$ cat src/rtl/mips_hazard_unit.sv
// Hazard, forwarding and memory-wait controller for a 5-stage MIPS pipeline.
// Produces pipeline enables, bubbles, flushes, forwarding selects and saturating perf counters.
module mips_hazard_unit #(
    parameter int REG_ADDR_W = 5,
    parameter int MEM_LAT    = 0,
    parameter int CNT_W      = 32
) (
    input  logic                  clk,
    input  logic                  rst,
    input  logic [REG_ADDR_W-1:0] id_rs,
    input  logic [REG_ADDR_W-1:0] id_rt,
    input  logic                  id_uses_rs,
    input  logic                  id_uses_rt,
    input  logic                  id_branch,
    input  logic                  pc_src_taken,
    input  logic [REG_ADDR_W-1:0] ex_rs,
    input  logic [REG_ADDR_W-1:0] ex_rt,
    input  logic [REG_ADDR_W-1:0] ex_rd,
    input  logic                  ex_reg_write,
    input  logic                  ex_mem_read,
    input  logic [REG_ADDR_W-1:0] mem_rd,
    input  logic                  mem_reg_write,
    input  logic                  mem_mem_read,
    input  logic                  mem_access,
    input  logic [REG_ADDR_W-1:0] wb_rd,
    input  logic                  wb_reg_write,
    input  logic                  perf_clr,
    output logic                  pc_write,
    output logic                  ifid_write,
    output logic                  idex_write,
    output logic                  exmem_write,
    output logic                  ifid_flush,
    output logic                  idex_bubble,
    output logic                  memwb_bubble,
    output logic [1:0]            fwd_a,
    output logic [1:0]            fwd_b,
    output logic                  fwd_id_a,
    output logic                  fwd_id_b,
    output logic                  mem_busy,
    output logic [CNT_W-1:0]      stall_cnt,
    output logic [CNT_W-1:0]      flush_cnt
);

    localparam int WCNT_W      = (MEM_LAT > 0) ? $clog2(MEM_LAT + 1) : 1;
    localparam int WCNT_INIT_I = (MEM_LAT > 0) ? MEM_LAT - 1 : 0;
    localparam logic [WCNT_W-1:0] WCNT_INIT = WCNT_W'(WCNT_INIT_I);
    localparam logic [CNT_W-1:0]  CNT_MAX   = '1;

    typedef enum logic {IDLE, WAIT} state_t;

    state_t             state_q, state_d;
    logic [WCNT_W-1:0]  wcnt_q, wcnt_d;
    logic [CNT_W-1:0]   stall_cnt_q, stall_cnt_d;
    logic [CNT_W-1:0]   flush_cnt_q, flush_cnt_d;
    logic               mem_stall;
    logic               lu_stall, br_stall, br_ex_hit, br_mem_hit;

    // The access that enters WAIT is itself the first stall cycle, so MEM_LAT-1 remain.
    always_comb begin
        state_d   = state_q;
        wcnt_d    = wcnt_q;
        mem_stall = 1'b0;
        case (state_q)
            IDLE: begin
                if (mem_access && (MEM_LAT > 0)) begin
                    mem_stall = 1'b1;
                    wcnt_d    = WCNT_INIT;
                    state_d   = WAIT;
                end
            end
            WAIT: begin
                if (wcnt_q != '0) begin
                    mem_stall = 1'b1;
                    wcnt_d    = wcnt_q - WCNT_W'(1);
                end else begin
                    state_d = IDLE;
                end
            end
            default: state_d = IDLE;
        endcase
    end

    always_comb begin
        lu_stall   = ex_mem_read && (ex_rd != '0) &&
                     ((id_uses_rs && (ex_rd == id_rs)) || (id_uses_rt && (ex_rd == id_rt)));
        br_ex_hit  = ex_reg_write && (ex_rd != '0) &&
                     ((id_uses_rs && (ex_rd == id_rs)) || (id_uses_rt && (ex_rd == id_rt)));
        br_mem_hit = mem_mem_read && (mem_rd != '0) &&
                     ((id_uses_rs && (mem_rd == id_rs)) || (id_uses_rt && (mem_rd == id_rt)));
        br_stall   = id_branch && (br_ex_hit || br_mem_hit);
    end

    // Reset forces the pipeline into a free-running, no-forwarding state.
    always_comb begin
        pc_write     = 1'b1;
        ifid_write   = 1'b1;
        idex_write   = 1'b1;
        exmem_write  = 1'b1;
        ifid_flush   = 1'b0;
        idex_bubble  = 1'b0;
        memwb_bubble = 1'b0;
        fwd_a        = 2'b00;
        fwd_b        = 2'b00;
        fwd_id_a     = 1'b0;
        fwd_id_b     = 1'b0;
        mem_busy     = 1'b0;
        if (rst) begin
            if (mem_reg_write && (mem_rd != '0) && (mem_rd == ex_rs))      fwd_a = 2'b10;
            else if (wb_reg_write && (wb_rd != '0) && (wb_rd == ex_rs))    fwd_a = 2'b01;
            if (mem_reg_write && (mem_rd != '0) && (mem_rd == ex_rt))      fwd_b = 2'b10;
            else if (wb_reg_write && (wb_rd != '0) && (wb_rd == ex_rt))    fwd_b = 2'b01;
            fwd_id_a = mem_reg_write && !mem_mem_read && (mem_rd != '0) && (mem_rd == id_rs);
            fwd_id_b = mem_reg_write && !mem_mem_read && (mem_rd != '0) && (mem_rd == id_rt);
            mem_busy = mem_stall;
            if (mem_stall) begin
                pc_write     = 1'b0;
                ifid_write   = 1'b0;
                idex_write   = 1'b0;
                exmem_write  = 1'b0;
                memwb_bubble = 1'b1;
            end else if (lu_stall || br_stall) begin
                pc_write    = 1'b0;
                ifid_write  = 1'b0;
                idex_bubble = 1'b1;
            end else begin
                ifid_flush = pc_src_taken;
            end
        end
    end

    always_comb begin
        stall_cnt_d = stall_cnt_q;
        flush_cnt_d = flush_cnt_q;
        if (perf_clr) begin
            stall_cnt_d = '0;
            flush_cnt_d = '0;
        end else begin
            if (!pc_write && (stall_cnt_q != CNT_MAX))  stall_cnt_d = stall_cnt_q + CNT_W'(1);
            if (ifid_flush && (flush_cnt_q != CNT_MAX)) flush_cnt_d = flush_cnt_q + CNT_W'(1);
        end
    end

    always_ff @(posedge clk) begin
        if (!rst) begin
            state_q     <= IDLE;
            wcnt_q      <= '0;
            stall_cnt_q <= '0;
            flush_cnt_q <= '0;
        end else begin
            state_q     <= state_d;
            wcnt_q      <= wcnt_d;
            stall_cnt_q <= stall_cnt_d;
            flush_cnt_q <= flush_cnt_d;
        end
    end

    assign stall_cnt = stall_cnt_q;
    assign flush_cnt = flush_cnt_q;

endmodule

$ cat config.mk
export PLATFORM = sky130hd
export DESIGN_NAME = mips_hazard_unit
export DESIGN_NICKNAME = d
export VERILOG_FILES = /design/src/rtl/mips_hazard_unit.sv
export SDC_FILE = /design/constraint.sdc
export NUM_CORES = 1
export LEC_CHECK = 0
export CORE_MARGIN = 2
export CORE_UTILIZATION = 40
export DETAILED_ROUTE_END_ITERATION = 7
export DONT_BUFFER_PORTS = 1
export HOLD_SLACK_MARGIN = 0.03
export SYNTH_ARGS = -nofsm -noshare
export SYNTH_HDL_FRONTEND = slang
export SYNTH_SLANG_ARGS = --single-unit
export TNS_END_PERCENT = 5
$ cat constraint.sdc
create_clock -name clk -period 4.42 [get_ports clk]
set_clock_uncertainty 0.05 [all_clocks]
set_input_delay 0.221 -clock clk [delete_from_list [all_inputs] [get_ports clk]]
set_output_delay 0.221 -clock clk [all_outputs]
set_load 0.02 [all_outputs]
# Word-level counts from Yosys, hierarchy flattened
# Cells that the tools add are included.
# totals
ff_bits	66
output_inout_bits	78
wordCells	76
# classes
addsub	3
n_eq_ne	10
mux	25
n_bitwise	1
reduce_logical	33
# op_table
cell	count
adder 32 x 1 -> 32 bit, second input constant	2
inequality test 32 bit, second input constant	2
equality test 5 bit	8
logical AND 1 bit	23
two-way mux 1 bit	21
nonzero test 5 bit	3
two-way mux 2 bit	4
logical OR 1 bit	4
zero test 1 bit	2
OR reduction 2 bit	1
inverter 1 bit	1
subtractor 1 bit, second input constant	1

# Logic depth before layout (Yosys ltp)
# Gate-level depths: netlist of run 1.
# logic_depth
ltp_word	12
ltp_mapped	11
depth_no_buf	8

# Worst setup path after synthesis of run 1
# OpenSTA, ideal clock, no wires.
# synth_timing
path_type	input -> output
startpoint	in ex_rd[1]
endpoint	out pc_write
arrival_ns	2.164
t_required_ns	4.149
path_slack_ns	1.985
stages	7
path_buffers	3
path_cell_list	or4_4 > o211ai_1 > a21boi_4 > inv_2 > buf_2 > buf_1 > buf_4
# synth_between
elab_chain_cells	10
word_cells_on_any_way	16
cone_classes	2 x eq/ne; 3 x mux; 11 x reduce/logical
# synth_rtl
element	line_no	text
start, declared	18	input logic [REG_ADDR_W-1:0] ex_rd,
equality test 5 bit	85, 87	
logical AND 1 bit	85, 87	
logical OR 1 bit	85, 87	
logical AND 1 bit	86	br_ex_hit = ex_reg_write && (ex_rd != '0) &&
logical OR 1 bit	90	br_stall = id_branch && (br_ex_hit || br_mem_hit);
logical AND 1 bit	90	
logical OR 1 bit (*)	121	end else if (lu_stall || br_stall) begin
two-way mux 1 bit (*) (3 in series)	n/a	
end, declared	28	output logic pc_write,
# Mark *: on every way between the ends. The rest lies on a longest branch, timed or not.

# Worst setup path after layout of run 1
# layout_timing
startpoint	reg stall_cnt_q[15], in the netlist stall_cnt[15]
endpoint	reg stall_cnt_q[22], in the netlist stall_cnt[22]
# layout_between
elab_chain_cells	2
word_cells_on_any_way	3
cone_classes	1 x add/sub; 1 x eq/ne; 1 x reduce/logical
# layout_rtl
element	line_no	text
start, declared	53	logic [CNT_W-1:0] stall_cnt_q, stall_cnt_d;
start signal, assigned	152	stall_cnt_q <= stall_cnt_d;
parallel branches: the longest is 2 deep, another holds adder 32 x 1 -> 32 bit	n/a	
# Parallel ways; which one is timed is not known.
# A chain may end at the register's enable or synchronous reset.

==> results.cfg, run 1 <==
[status]
status = complete, no violations

[place]
numPortBuffers = 0
routabilityCongestion = 0.891
dp_hpwl_um = 7530

[routing]
drcViolationCount = 0
vias_per_cell = 6.09
drtAntennaViolNets = 0
avgRoutedWirePerCell_um = 17.1
drt_iter0_drc = 192
routed_wirelength_um = 10700
first_pass_iters = 4
vias = 3811

[logic_synthesis]
ys.flop_type = dfxtp_1
synth_area_sq_um = 3990
yosysUniqueCellTypes = 44
yosysSeqAreaShare = 0.321
synth_area_leaders = dfxtp_1 32%, or3_1 6.0%, a21oi_1 5.4%, xor2_1 5.3%, nand3_1 4.8%
ys_ff_latch = 64
synth_cells = 511
yosys_warnings = 0
avgSynthCellArea_sq_um = 7.81
synth_top_cell_by_area = dfxtp_1
synth_edf_count = 0
synthArstFlopShare = 0
synth.top_cell.area_share = 0.321

[floorplan]
die_w_um = 104
core_area_sq_um = 9730
core.rowCount = 36
dieArea_sq_um = 10800
initial_core_util = 0.410
fp.dieH_um = 104
io_pins = 126

[sta]
setup_viol = 0
slew_viol_final = 0
rsz0062_at_grt = no
worst_slew_pin_slew_ns = 0.996
timing.hold.ws_ns = 0.214
max_freq_ghz = 0.332
period_minus_slack_ns = 3.01
tns_ns = 0
fin_crit_sh = 0.681
hold_viol = 0
slew-limit-headroom = 0.327

[worst_setup_path]
max_stage_delay_ns = 0.60
worst_ep_arrival_time_ns = 3.14
reg2reg_slack_ns = 1.41
end_kind = flip-flop
crit_path_top_delay_cell = nand3_1
r2r-start = stall_cnt[15]$_SDFFE_PP0P_
worstPathRequired_ns = 4.55
crit_type = reg -> reg
critPathLaunchType = flip-flop
reg2regPathDepth = 7
rr_endpoint = stall_cnt[22]$_SDFFE_PP0P_
crit_top_cell = nand4_1
path_cells = nand4_1, or4_1, nor3_2, nand3_1, nand4_1, or3_1, a21oi_1
path_max_fanout = 18

[min_path]
hp-start = rst
whs_path_depth = 3
holdPathEnd = stall_cnt[1]$_SDFFE_PP0P_
hp-class = in -> reg

[finish]
drive_above_1_share = 0.0507
final_common_cell = dfxtp_1
layout.nets = 539
fillCellCount = 1041
multiInputGateArea_sq_um = 2510
antenna_cells = 0
final_cell_mix = 64 x dfxtp_1, 43 x a21oi_1, 40 x nand2_1, 38 x nand3_1, 38 x or3_1
area_growth_pct = 4.39
register_area_sq_um = 1280

[grt]
grt_pass1_wl_um = 17500
grt_overflow_total = 0
antenna_found_initial = 0
first_global_vias = 3695
grt_usage = 0.197
grt_max_degree = 55

[clock_network]
postCtsHoldBufs = 0
clkSlewWorstSetupHoldPaths_ns = 0.07
cts_buffers = 9
numClockSinks = 64
post_cts_buffers = 0
cts-root-buf = clkbuf_8
htreeDepth = 3
cts_tree = yes
cts-resized-gates = 0
clock_path_buffers = 2
clk_latency_ns = 0.34

[flow_run]
drv_cap = 0

[power]
ir_worst_vdd_uv = 103
p_per_area_nw_per_um2 = 258
leakagePower_nw = 1.25
cell type report:
cell class | count | area share
well taps | 133 | 0.0399
flip-flops and latches | 64 | 0.308
clock inverters | 5 | 0.00601
inverters | 6 | 0.00541
repair buffers | 4 | 0.00721
clock buffers | 10 | 0.0306
multi-input cells | 404 | 0.603
report_power, final:
part           switching (W)  internal [W]  total [W]
registers         0.00000137      0.000577   0.000578
clock network       0.000228      0.000195   0.000423
logic              0.0000452     0.0000303  0.0000755
total               0.000274      0.000802    0.00108
how the worst max path moves through the flow:
stage                                           from  slack, ns                    endpoint  cells after the start
after floorplan                             ex_rd[1]       1.99                    pc_write                      7
after global routing      stall_cnt[15]$_SDFFE_PP0P_       1.20   stall_cnt[7]$_SDFFE_PP0P_                      7
final                     stall_cnt[15]$_SDFFE_PP0P_       1.41  stall_cnt[22]$_SDFFE_PP0P_                      7
after detailed placement  stall_cnt[15]$_SDFFE_PP0P_       1.45  stall_cnt[22]$_SDFFE_PP0P_                      7
after global placement    stall_cnt[15]$_SDFFE_PP0P_       1.45  stall_cnt[22]$_SDFFE_PP0P_                      7
after CTS                 stall_cnt[15]$_SDFFE_PP0P_       1.41  stall_cnt[22]$_SDFFE_PP0P_                      7
stage by stage:
stage                      util  instances  cell area [sq um]  power [W]  setup slack [ns]
after global routing      0.428        626               4170    0.00113              1.20
after global placement    0.413        611               4010   0.000665              1.45
after detailed placement  0.413        611               4010   0.000668              1.45
final                     0.428        626               4170    0.00108              1.41
after CTS                 0.428        626               4170    0.00109              1.41
after floorplan               -        513               4000   0.000664              1.99
worst max-delay path, delay by kind of cell (launching register included):
kind               cells  cell delay, ns
DFF                    1            0.56
and+or+nand+nor        6            2.17
AOI/OAI and AO/OA      1            0.06
state kept, by name, indices dropped and copies added (netlist names):
name and flops:
flush_cnt 32, stall_cnt 32
cell usage after synthesis, drive strengths merged (6+ instances only):
library cell	number
nand3	38
a21oi	43
o31ai	12
xor2	24
nand4	28
nor3	8
mux2i	7
or4	24
o21ai	32
nor4	9
inv	6
dfxtp	64
buf	19
clkbuf	20
nand2	40
nor2	14
and3	12
o211ai	11
nand2b	9
and4	9
xnor2	17
or3	38
cells by family after synthesis:
family / share of synthesized area
other: 0.00188
flip-flops: 0.321
adder cells (fa/ha/maj): 0.00627
AO/OA/AOI/OAI: 0.171
XOR/XNOR: 0.0900
multiplexers: 0.0176
AND/OR/NAND/NOR: 0.340
buffers and inverters: 0.0524
layer usage:
| layer | share of wire | wire length [um] | global-route usage |
|---|---|---|---|
| met5 | 0 | 0 | 0 |
| met2 | 0.48 | 5140 | 0.330 |
| met3 | 0.069 | 736 | 0.0570 |
| met1 | 0.44 | 4740 | 0.239 |
| met4 | 0.0068 | 73 | 0.0724 |
No activity file was read; power rests on OpenSTA's default activity.
==> inputs of run 2 (changes only) <==
Clock period 4.42 ns to 2.4 ns, I/O delays scaled along.
==> run 2 against run 1 <==
Against the previous run: worst hold slack got worse by 0.071 ns; first-iteration DRC count grew 27%; die area unchanged; critical path type unchanged; highest routed layer unchanged; sequential share of layout area is 4.0 points lower; clock-buffer cell count rose by 2; sequential power increased by 83%.
==> results.cfg, run 2 (synthesis results as in run 1) <==
[status]
status = complete, no violations

[sta]
fin_crit_sh = 0.932
period_minus_slack_ns = 2.24
hold_viol = 0
tns_ns = 0
slew-limit-headroom = 0.496
rsz0062_at_grt = no
max_freq_ghz = 0.447
timing.hold.ws_ns = 0.143
worst_slew_pin_slew_ns = 0.756
slew_viol_final = 0
setup_slack_ns = 0.163
setup_viol = 0

[finish]
final_common_cell = buf_4
layout.nets = 617
drive_above_1_share = 0.180
utilization = 0.493
fillCellCount = 980
antenna_cells = 0
final_cell_mix = 79 x buf_4, 64 x dfxtp_1, 43 x a21oi_1, 40 x nand2_1
area_growth_pct = 20.1

[grt]
grt_overflow_total = 0
first_global_vias = 3698
antenna_found_initial = 0
grt_pass1_wl_um = 18100
grt_usage = 0.202
grt_max_degree = 55

[routing]
wl_met1_um = 4760
avgRoutedWirePerCell_um = 16.1
met2_length_um = 5530
wl_met3_um = 872
drtAntennaViolNets = 0
vias_per_cell = 5.98
routed_wirelength_um = 11400
route.top_layer_used = met4
vias = 4215
drcViolationCount = 0
first_pass_iters = 5
drt_iter0_drc = 244

[clock_network]
htreeDepth = 3
clk_latency_ns = 0.34
clock_path_buffers = 2
cts-root-buf = clkbuf_8
numClockSinks = 64
post_cts_buffers = 0
cts_buffers = 9
cts_tree = yes
clkSlewWorstSetupHoldPaths_ns = 0.07

[floorplan]
die_w_um = 104
initial_core_util = 0.410
fp.dieH_um = 104
core.rowCount = 36
core_area_sq_um = 9730
io_pins = 126
dieArea_sq_um = 10800

[worst_setup_path]
worstPathRequired_ns = 2.57
max_stage_delay_ns = 0.42
path_cells = ha_1, and3_1, nand3_1, nor3_2, and3_1, buf_4, or4_1, o211ai_1, o31ai_1
worst_ep_arrival_time_ns = 2.41
crit_top_cell = and3_1
crit_type = reg -> reg
end_kind = flip-flop
crit_path_top_delay_cell = or4_1
path_max_fanout = 6
critPathLaunchType = flip-flop

[power]
leakagePower_nw = 1.69
totalPowerFinal_w = 0.00203
p_per_area_nw_per_um2 = 424
ir_worst_vdd_uv = 192

[place]
dp_hpwl_um = 8430
place_ws_ns = 0.166
numPortBuffers = 0
routabilityCongestion = 0.914

[min_path]
hp-class = in -> reg

[flow_run]
drv_cap = 0
run 2: changes by cell type in the layout (fill, tap and decap cells not counted):
cell	before	now
buf_4	4	79
buf_12	0	2
clkbuf_1	1	2
clkbuf_8	9	10
clkinv_2	5	4
dlygate4sd3_1	0	1
nor2_1	14	13
nor2_2	0	1
run 2: path summary, 6_finish.rpt:
| kind | cells past startpoint | slack, ns | start | end |
|---|---|---|---|---|
| hold / removal | 3 | 0.14 | rst | flush_cnt[1]$_SDFFE_PP0P_ |
| setup / recovery | 9 | 0.16 | stall_cnt[0]$_SDFFE_PP0P_ | stall_cnt[18]$_SDFFE_PP0P_ |
| setup reg to reg | 9 | 0.16 | stall_cnt[0]$_SDFFE_PP0P_ | stall_cnt[18]$_SDFFE_PP0P_ |
| hold reg to reg | 3 | 0.52 | stall_cnt[19]$_SDFFE_PP0P_ | stall_cnt[19]$_SDFFE_PP0P_ |
run 2: layout make-up:
type | instances | area (sq um) | area share
Clock buffer | 12 | 145 | 0.0303
Clock inverter | 4 | 20.0 | 0.00418
Inverter | 6 | 22.5 | 0.00470
Multi-Input combinational cell | 404 | 2520 | 0.525
Sequential cell | 64 | 1280 | 0.267
Tap cell | 133 | 166 | 0.0347
Timing Repair Buffer | 82 | 643 | 0.134
run 2: report_power, final:
group | leakage (nW) | switching, W | total [W] | internal (W)
Clock | 0.0899 | 0.000423 | 0.000819 | 0.000397
Combinational | 1.08 | 0.0000859 | 0.000149 | 0.0000636
Sequential | 0.515 | 0.00000124 | 0.00106 | 0.00106
Total | 1.69 | 0.000510 | 0.00203 | 0.00152
run 2: metrics by stage:
step | instances | area [sq um]
floorplan | 513 | 4000
global placement | 688 | 4620
detailed placement | 688 | 4620
CTS | 705 | 4790
global route | 705 | 4790
finish | 705 | 4790
run 2: repair_timing:
action                                  4_1_cts  5_1_grt
hold buffers                                  1        0
hold endpoints to repair                      4        0
gates resized for setup                       0        1
endpoints found under the setup margin        0        3
run 2: worst max-delay path, delay by kind of cell (launching register included):
family / cells / cell delay (ns)
AO/OA/AOI/OAI: 2 / 0.31
adder cells (fa/ha/maj): 1 / 0.20
buffers and inverters: 1 / 0.16
flip-flops: 1 / 0.32
AND/OR/NAND/NOR: 5 / 1.07
run 2: metal layers:
| metal | vias up | track usage |
|---|---|---|
| met4 | 0 | 0.0743 |
| li1 | 2036 | - |
| met3 | 18 | 0.0445 |
| met1 | 1982 | 0.254 |
| met5 | - | 0 |
| met2 | 179 | 0.339 |
==> inputs of run 3 (changes only) <==
Settings changed: CTS_BUF_LIST from default to sky130_fd_sc_hd__clkbuf_4 sky130_fd_sc_hd__clkbuf_8.
Clock period 2.4 ns to 1.8 ns, I/O delays scaled along.
==> run 3 against run 2 <==
Against the previous run: the flow now finishes with violations (setup timing); clock power grew 82%; core utilization grew 8.4 points; largest cell class unchanged; register-to-register slack lost 0.46 ns; worst setup slack lost 0.46 ns; global-route usage grew 2.0 points; highest routed layer unchanged; clock-buffer cell count grew 2; total power grew 54%; final cell count grew 7.9%; critical path depth shrank 1.
==> results.cfg, run 3 (synthesis results as in run 1) <==
[finish]
drive_above_1_share = 0.357
utilization = 0.577
final_cells = 761
layout.nets = 673
area_growth_pct = 40.7
fillCellCount = 891
final_cell_mix = 126 x buf_4, 39 x nand2_1, 38 x dfxtp_1, 37 x a21oi_1, 36 x or3_1
final_common_cell = buf_4
antenna_cells = 0

[grt]
first_global_vias = 4197
grt_pass1_wl_um = 19800
grt_max_degree = 35
antenna_found_initial = 0
grt_usage = 0.222
grt_overflow_total = 0

[place]
numPortBuffers = 0
dp_hpwl_um = 9250
place_ws_ns = -0.381
routabilityCongestion = 0.881
placed_cells = 741

[clock_network]
numClockSinks = 64
cts_buffers = 9
cts_tree = yes
clk_latency_ns = 0.35
cts-root-buf = clkbuf_8
clock_path_buffers = 2
clkSlewWorstSetupHoldPaths_ns = 0.07
htreeDepth = 3

[routing]
first_pass_iters = 4
drcViolationCount = 0
vias = 4398
routed_wirelength_um = 12400
drtAntennaViolNets = 0
avgRoutedWirePerCell_um = 16.3
vias_per_cell = 5.78
drt_iter0_drc = 173

[power]
leakagePower_nw = 2.07
totalPowerFinal_w = 0.00313
ir_worst_vdd_uv = 449
p_per_area_nw_per_um2 = 558

[worst_setup_path]
worst_ep_arrival_time_ns = 2.34
critical_path_buf_inv_count = 0
path_max_fanout = 5
worstPathRequired_ns = 2.04
end_kind = flip-flop
critPathLaunchType = flip-flop
max_stage_delay_ns = 0.43
cpLargestDelayFamily = simple AND/OR/NAND/NOR gates
crit_path_top_delay_cell = or4_4
crit_type = reg -> reg
path_cells = ha_2, and3_4, nand3_4, nor3_4, and3_4, or4_4, or4_4, nand2_1

[floorplan]
dieArea_sq_um = 10800
initial_core_util = 0.410
fp.dieH_um = 104
core_area_sq_um = 9730
io_pins = 126
die_w_um = 104
core.rowCount = 36

[flow_run]
drv_cap = 0

[sta]
slew-limit-headroom = 0.653
max_freq_ghz = 0.476
rsz0062_at_grt = yes
slew_viol_final = 0
worst_slew_pin_slew_ns = 0.520
setup_viol = 52
hold_viol = 0
fin_crit_sh = 1.17
setup_slack_ns = -0.300
timing.hold.ws_ns = 0.149
period_minus_slack_ns = 2.10

[status]
status = complete, but fails checks
failed_checks = setup timing

[min_path]
hp-class = in -> reg
==> run 3: final timing paths <==
check,slack [ns],to,cells past startpoint,startpoint
hold / removal,0.15,stall_cnt[3]$_SDFFE_PP0P_,4,perf_clr
setup reg to reg,-0.30,stall_cnt[20]$_SDFFE_PP0P_,8,stall_cnt[0]$_SDFFE_PP0P_
hold reg to reg,0.53,stall_cnt[5]$_SDFFE_PP0P_,2,stall_cnt[5]$_SDFFE_PP0P_
setup / recovery,-0.30,stall_cnt[20]$_SDFFE_PP0P_,8,stall_cnt[0]$_SDFFE_PP0P_
==> run 3: timing repair <==
action	in CTS	in global routing
gates resized for setup	21	34
setup buffers	2	2
pin swaps	21	18
hold buffers	0	0
endpoints found under the setup margin	64	65
==> run 3: worst register-to-register path, cell delays in order, from the launching register on <==
cell and delay [ns]:
dfxtp_2 0.33, ha_2 0.18, and3_4 0.19, nand3_4 0.11
nor3_4 0.06, and3_4 0.20, or4_4 0.43, or4_4 0.42
nand2_1 0.07
==> run 3: power by group <==
part	internal (W)	switching [W]
clock network	0.000926	0.000568
registers	0.00140	0.000000680
logic	0.000109	0.000125
==> run 3: metrics by stage <==
step / instance area (sq um) / TNS [ns]
floorplan: 4150 / -18.29
global placement: 5130 / -15.23
detailed placement: 5130 / -17.66
CTS: 5480 / -9.69
global route: 5610 / -15.93
finish: 5610 / -10.24
==> run 3: cell type report <==
| cell class | instances | area, sq um | area share |
|---|---|---|---|
| inverters | 6 | 22.5 | 0.00401 |
| repair buffers | 138 | 1110 | 0.199 |
| well taps | 133 | 166 | 0.0296 |
| flip-flops and latches | 64 | 1330 | 0.238 |
| multi-input cells | 404 | 2740 | 0.487 |
| clock inverters | 2 | 60.1 | 0.0107 |
| clock buffers | 14 | 180 | 0.0321 |
==> run 3: per-layer routing <==
layer	vias to the layer above	global-route usage	part of all wire
met4	0	0.0792	0.017
li1	2138	-	-
met5	-	0	0
met1	2063	0.255	0.41
met2	176	0.390	0.50
met3	21	0.0658	0.070
